--- config.mk ---
export PLATFORM = sky130hd
export DESIGN_NAME = mixer_seq
export DESIGN_NICKNAME = d
export VERILOG_FILES = /design/src/rtl/mixer_pkg.sv /design/src/rtl/mixer_sat.sv /design/src/rtl/mixer_seq.sv
export SDC_FILE = /design/constraint.sdc
export NUM_CORES = 1
export LEC_CHECK = 0
export CAP_MARGIN = 25
export CORE_ASPECT_RATIO = 0.6
export CORE_MARGIN = 1
export CORE_UTILIZATION = 43
export CTS_CLUSTER_DIAMETER = 60
export CTS_CLUSTER_SIZE = 10
export DETAILED_ROUTE_END_ITERATION = 8
export PLACE_DENSITY = 0.71
export SETUP_SLACK_MARGIN = 0.15
export SLEW_MARGIN = 20
export SYNTH_ARGS = -nofsm -noshare
export SYNTH_HDL_FRONTEND = slang
export SYNTH_HIERARCHICAL = 1
export SYNTH_SLANG_ARGS = --single-unit
--- constraint.sdc ---
create_clock -name clk -period 9.4 [get_ports clk]
set_input_delay 0.94 -clock clk [delete_from_list [all_inputs] [get_ports clk]]
set_output_delay 0.94 -clock clk [all_outputs]
set_load 0.02 [all_outputs]
--- src/rtl/mixer_pkg.sv ---
// Shared types and helpers for the time-multiplexed audio mixer.
// Holds the FSM state encoding, accumulator sizing and midpoint helper.
package mixer_pkg;

    typedef enum logic [1:0] {
        ST_IDLE,
        ST_ACCUM,
        ST_OUT
    } state_t;

    // Signed accumulator width that cannot overflow for any input/gain mix.
    function automatic int acc_width(
        input int bitdepth,
        input int gainbits,
        input int channels
    );
        return bitdepth + gainbits + $clog2(channels) + 1;
    endfunction

    // Offset-binary zero level.
    function automatic int midpoint(input int bitdepth);
        return 1 << (bitdepth - 1);
    endfunction

endpackage

--- src/rtl/mixer_sat.sv ---
// Output stage of the mixer: scales the accumulated sum down, limits it
// to the sample range and converts it back to offset-binary.
//
// Ports:
//   acc  : signed accumulated sum of all channel products
//   mix  : offset-binary output sample
//   clip : 1 when the scaled sum had to be limited
//
// Build option MIXER_SEQ_CLIP_EN: when defined the scaled sum saturates
// and clip reports it; otherwise the sum wraps (two's complement) and
// clip is tied low.
module mixer_sat
    import mixer_pkg::*;
#(
    parameter int BITDEPTH = 14,
    parameter int GAINBITS = 8,
    parameter int HEADROOM = 1,
    parameter int AW       = 26
) (
    input  logic signed [AW-1:0]       acc,
    output logic        [BITDEPTH-1:0] mix,
    output logic                       clip
);

    localparam int SH = GAINBITS + HEADROOM;
    localparam logic [BITDEPTH-1:0] MID = BITDEPTH'(midpoint(BITDEPTH));

    logic signed [AW-1:0] s;

    // Arithmetic shift floors toward minus infinity.
    assign s = acc >>> SH;

`ifdef MIXER_SEQ_CLIP_EN
    localparam logic signed [AW-1:0] SMAX = AW'(midpoint(BITDEPTH) - 1);
    // ~x equals -x-1 in two's complement, i.e. the most negative sample.
    localparam logic signed [AW-1:0] SMIN = ~SMAX;

    logic signed [AW-1:0] sv;

    always_comb begin
        sv   = s;
        clip = 1'b0;
        if (s > SMAX) begin
            sv   = SMAX;
            clip = 1'b1;
        end else if (s < SMIN) begin
            sv   = SMIN;
            clip = 1'b1;
        end
        mix = BITDEPTH'(sv + AW'(MID));
    end
`else
    // Truncation after the offset add equals wrapping s then adding MID.
    assign mix  = BITDEPTH'(s + AW'(MID));
    assign clip = 1'b0;
`endif

endmodule

--- src/rtl/mixer_seq.sv ---
// Time-multiplexed N-channel audio mixer: one multiply-accumulate per clk
// after each rising edge of sample_clock, then one scaled output sample.
//
// Ports:
//   clk, rst     : system clock, asynchronous active-high reset
//   sample_clock : frame request level, rising edge starts a frame
//   in_flat      : CHANNELS offset-binary samples, ch k at [k*BITDEPTH +:]
//   gain_flat    : CHANNELS unsigned gains, ch k at [k*GAINBITS +:]
//   mute         : per-channel mute, 1 = channel contributes zero
//   mix          : registered offset-binary mixed sample
//   mix_valid    : one-cycle pulse when mix updates
//   clip         : saturation flag, valid with mix_valid
//   overrun      : sticky, frame requested while busy
//
// Build option MIXER_SEQ_CLIP_EN selects saturation (see mixer_sat).
module mixer_seq
    import mixer_pkg::*;
#(
    parameter int BITDEPTH = 14,
    parameter int CHANNELS = 8,
    parameter int GAINBITS = 8,
    parameter int HEADROOM = 1
) (
    input  logic                         clk,
    input  logic                         rst,
    input  logic                         sample_clock,
    input  logic [CHANNELS*BITDEPTH-1:0] in_flat,
    input  logic [CHANNELS*GAINBITS-1:0] gain_flat,
    input  logic [CHANNELS-1:0]          mute,
    output logic [BITDEPTH-1:0]          mix,
    output logic                         mix_valid,
    output logic                         clip,
    output logic                         overrun
);

    localparam int AW = acc_width(BITDEPTH, GAINBITS, CHANNELS);
    localparam int CW = $clog2(CHANNELS);
    localparam int PW = BITDEPTH + GAINBITS + 2;
    localparam logic [BITDEPTH-1:0] MID = BITDEPTH'(midpoint(BITDEPTH));

    state_t state;
    state_t state_next;

    logic sc_q;
    logic start;

    logic [CHANNELS*BITDEPTH-1:0] in_q;
    logic [CHANNELS*GAINBITS-1:0] gain_q;
    logic [CHANNELS-1:0]          mute_q;

    logic        [CW-1:0]       ch;
    logic                       last_ch;
    logic signed [AW-1:0]       acc;
    logic        [BITDEPTH-1:0] in_k;
    logic        [GAINBITS-1:0] gain_k;
    logic signed [BITDEPTH:0]   diff;
    logic signed [PW-1:0]       prod;
    logic signed [AW-1:0]       term;

    logic [BITDEPTH-1:0] sat_mix;
    logic                sat_clip;

    assign start   = sample_clock & ~sc_q;
    assign last_ch = (ch == CW'(CHANNELS - 1));

    // Datapath for the channel selected by the counter, from the snapshot.
    assign in_k   = in_q[ch*BITDEPTH +: BITDEPTH];
    assign gain_k = gain_q[ch*GAINBITS +: GAINBITS];
    assign diff   = $signed({1'b0, in_k}) - $signed({1'b0, MID});
    assign prod   = PW'(diff) * PW'($signed({1'b0, gain_k}));
    assign term   = mute_q[ch] ? '0 : AW'(prod);

    always_comb begin
        state_next = state;
        unique case (state)
            ST_IDLE:  if (start) state_next = ST_ACCUM;
            ST_ACCUM: if (last_ch) state_next = ST_OUT;
            ST_OUT:   state_next = ST_IDLE;
            default:  state_next = ST_IDLE;
        endcase
    end

    always_ff @(posedge clk or posedge rst) begin
        if (rst) begin
            state <= ST_IDLE;
        end else begin
            state <= state_next;
        end
    end

    always_ff @(posedge clk or posedge rst) begin
        if (rst) begin
            sc_q      <= 1'b0;
            in_q      <= '0;
            gain_q    <= '0;
            mute_q    <= '0;
            ch        <= '0;
            acc       <= '0;
            mix       <= MID;
            mix_valid <= 1'b0;
            clip      <= 1'b0;
            overrun   <= 1'b0;
        end else begin
            sc_q      <= sample_clock;
            mix_valid <= 1'b0;
            unique case (state)
                ST_IDLE: begin
                    if (start) begin
                        in_q   <= in_flat;
                        gain_q <= gain_flat;
                        mute_q <= mute;
                        ch     <= '0;
                        acc    <= '0;
                    end
                end
                ST_ACCUM: begin
                    acc <= acc + term;
                    ch  <= ch + CW'(1);
                end
                ST_OUT: begin
                    mix       <= sat_mix;
                    clip      <= sat_clip;
                    mix_valid <= 1'b1;
                end
                default: ;
            endcase
            // A request while busy is dropped; the running frame is untouched.
            if (start && state != ST_IDLE) begin
                overrun <= 1'b1;
            end
        end
    end

    mixer_sat #(
        .BITDEPTH (BITDEPTH),
        .GAINBITS (GAINBITS),
        .HEADROOM (HEADROOM),
        .AW       (AW)
    ) u_sat (
        .acc  (acc),
        .mix  (sat_mix),
        .clip (sat_clip)
    );

endmodule
==> run_results.csv <==
group,metric,value,unit
run_status,status,"finished, final reports clean",
global_routing,grt_pass1_wl,62480,um
die,die_h,147.9,um
clock_network,cts_made_buffers,27,
synth,synthesis.nets,2035,
sta,finalClockSkew,23.78,ps
synth,avgSynthCellArea,9.069,um^2
clock_network,clock_path_buffers,3,
clock_network,clk_pin_slew,60,ps
synth,synth_cells,1683,
sta,holdWs,467.6,ps
setup_path,crit_path_end_kind,"flip-flop",
die,ios,204,
finish,stdcell_area,0.01846,mm^2
placed_design,hpwl,28150,um
die,fp.dieW,245.2,um
detailed_routing,drtIter0Drc,822,
placed_design,placed_area,0.01766,mm^2
global_routing,grt_overflow_total,0,
finish,drive_above_1_share,0.07577,
finish,antenna-diode-count,0,
placed_design,port_buffers,203,
sta,hold_viol,0,
synth,synth_area,0.01526,mm^2
detailed_routing,via_per_inst,5.071,
setup_path,worstPathRequired,9820,ps
detailed_routing,dr_total_vias,11810,
setup_path,cp-start-kind,"flip-flop",
global_routing,grtUsageTotal,0.2166,
synth,synth-warning-count,6,
min_path,min_path_type,"reg -> reg",
detailed_routing,drc,0,
clock_network,cts_setup_buffers,0,
global_routing,first_global_vias,12140,
finish,syn_to_final_growth,20.94,%
global_routing,antenna_found_initial,1,
setup_path,worstSetupStartpoint,"ch[0]",
clock_network,tritoncts,"done",
finish,fin_nets,2198,
sta,slew_headroom,0.2800,
setup_path,criticalPathCategory,"reg -> reg",
sta,rsz0062_at_grt,"no",
setup_path,r2r-start,"ch[0]",
clock_network,post_cts_resized,0,
detailed_routing,drtPass1Iterations,5,
setup_path,arrival,8610,ps
sta,tightestPinTransition,1050,ps
sta,fmax,0.1220,GHz
detailed_routing,routedWlPerCell,16.02,um
clock_network,clk_latency,560,ps
clock_network,h-tree-depth,1,
detailed_routing,wl,37300,um
placed_design,finalWeightedCongestion,0.9040,
sta,setup_viol,0,
sta,post-route-min-period,8194,ps
min_path,hold_path.startpoint,"mute_q[0]",
die,fp.dieArea,0.03628,mm^2
sta,drv_slew,0,
clock_network,root_buffer,"clkbuf_16",
clock_network,cts.sink_count,230,
die,fp-row-count,53,
die,coreArea,0.03495,mm^2
detailed_routing,ant_nets,0,
sta,fin_crit_sh,0.8717,
setup_path,crit_fanout,29,
die,initial_core_util,0.4368,
finish,final_util,0.5282,
flow_run,max_cap_violations,0,
clock_network,cts_hold_buf,0,
global_routing,grt_max_degree,101,
sta,tns,0,ps
## worst max-delay path, stage by stage, from the launching register on
cell	delay, ps
dfrtp_4	820
buf_12	280
mux4_2	340
mux2i_1	680
nor2_1	170
fa_1	610
fa_1	450
fa_1	540
inv_1	50
fa_1	520
inv_1	40
ha_1	340
o21a_1	150
o2111ai_1	140
a21oi_1	220
o31a_1	190
nor3_1	70
o31ai_1	680
a21oi_1	140
or3b_1	390
ha_1	230
or3_1	390
a211oi_2	200
or3_1	150
xnor2_1	110
o21ai_0	90
## per-stage QoR
stage / setup slack, ps / instances
final: 1206 / 2328
after global placement: 1437 / 2283
after global routing: 701.3 / 2328
after CTS: 1315 / 2327
after floorplan: 1902 / 1683
after detailed placement: 1327 / 2283
## metal layers
layer  vias to the layer above  wire [um]  track usage
li1                       5652          -            -
met1                      5798      17600       0.3217
met2                       307      16750       0.3332
met3                        48       2260      0.03776
met4                         0        700      0.04281
met5                         -          0            0
## flip-flops by register name, indices dropped and copies added, names as in the netlist
register and count:
mix_valid 1, clip 1, mix 14, mute_q 8, acc 23, overrun 1
gain_q 64, state 2, sc_q 1, ch 3, in_q 112
## worst paths after layout
check                              to  depth (start not counted)  slack, ps
hold reg to reg             mute_q[0]                          2        470
min in group asynchronous  gain_q[62]                          2        890
hold / removal              mute_q[0]                          2        470
max in group asynchronous       ch[0]                          3       7190
setup reg to reg              acc[22]                         25       1210
setup / recovery              acc[22]                         25       1210
## cell type report
cell class | instances | area (um^2)
fill | 3125 | 16490
clock inverter | 2 | 28.78
clock buffer | 42 | 742.0
sequential | 230 | 5763
timing repair buffer | 223 | 2215
tap | 467 | 584.3
multi-input combinational | 1202 | 8512
inverter | 162 | 615.6
## cell usage in the layout (no fill, tap or decap), types with 31 or more instances in the layout
| master | instances |
|---|---|
| a21oi_1 | 35 |
| clkdlybuf4s50_1 | 203 |
| dfrtp_1 | 226 |
| fa_1 | 93 |
| ha_1 | 72 |
| inv_1 | 161 |
| mux4_2 | 46 |
| nand2_1 | 625 |
| nand3_1 | 31 |
| nor2_1 | 69 |
| o21ai_0 | 40 |
Power is not shown: default switching activity piles up to over one toggle a cycle in this logic, so the estimate is an artifact.
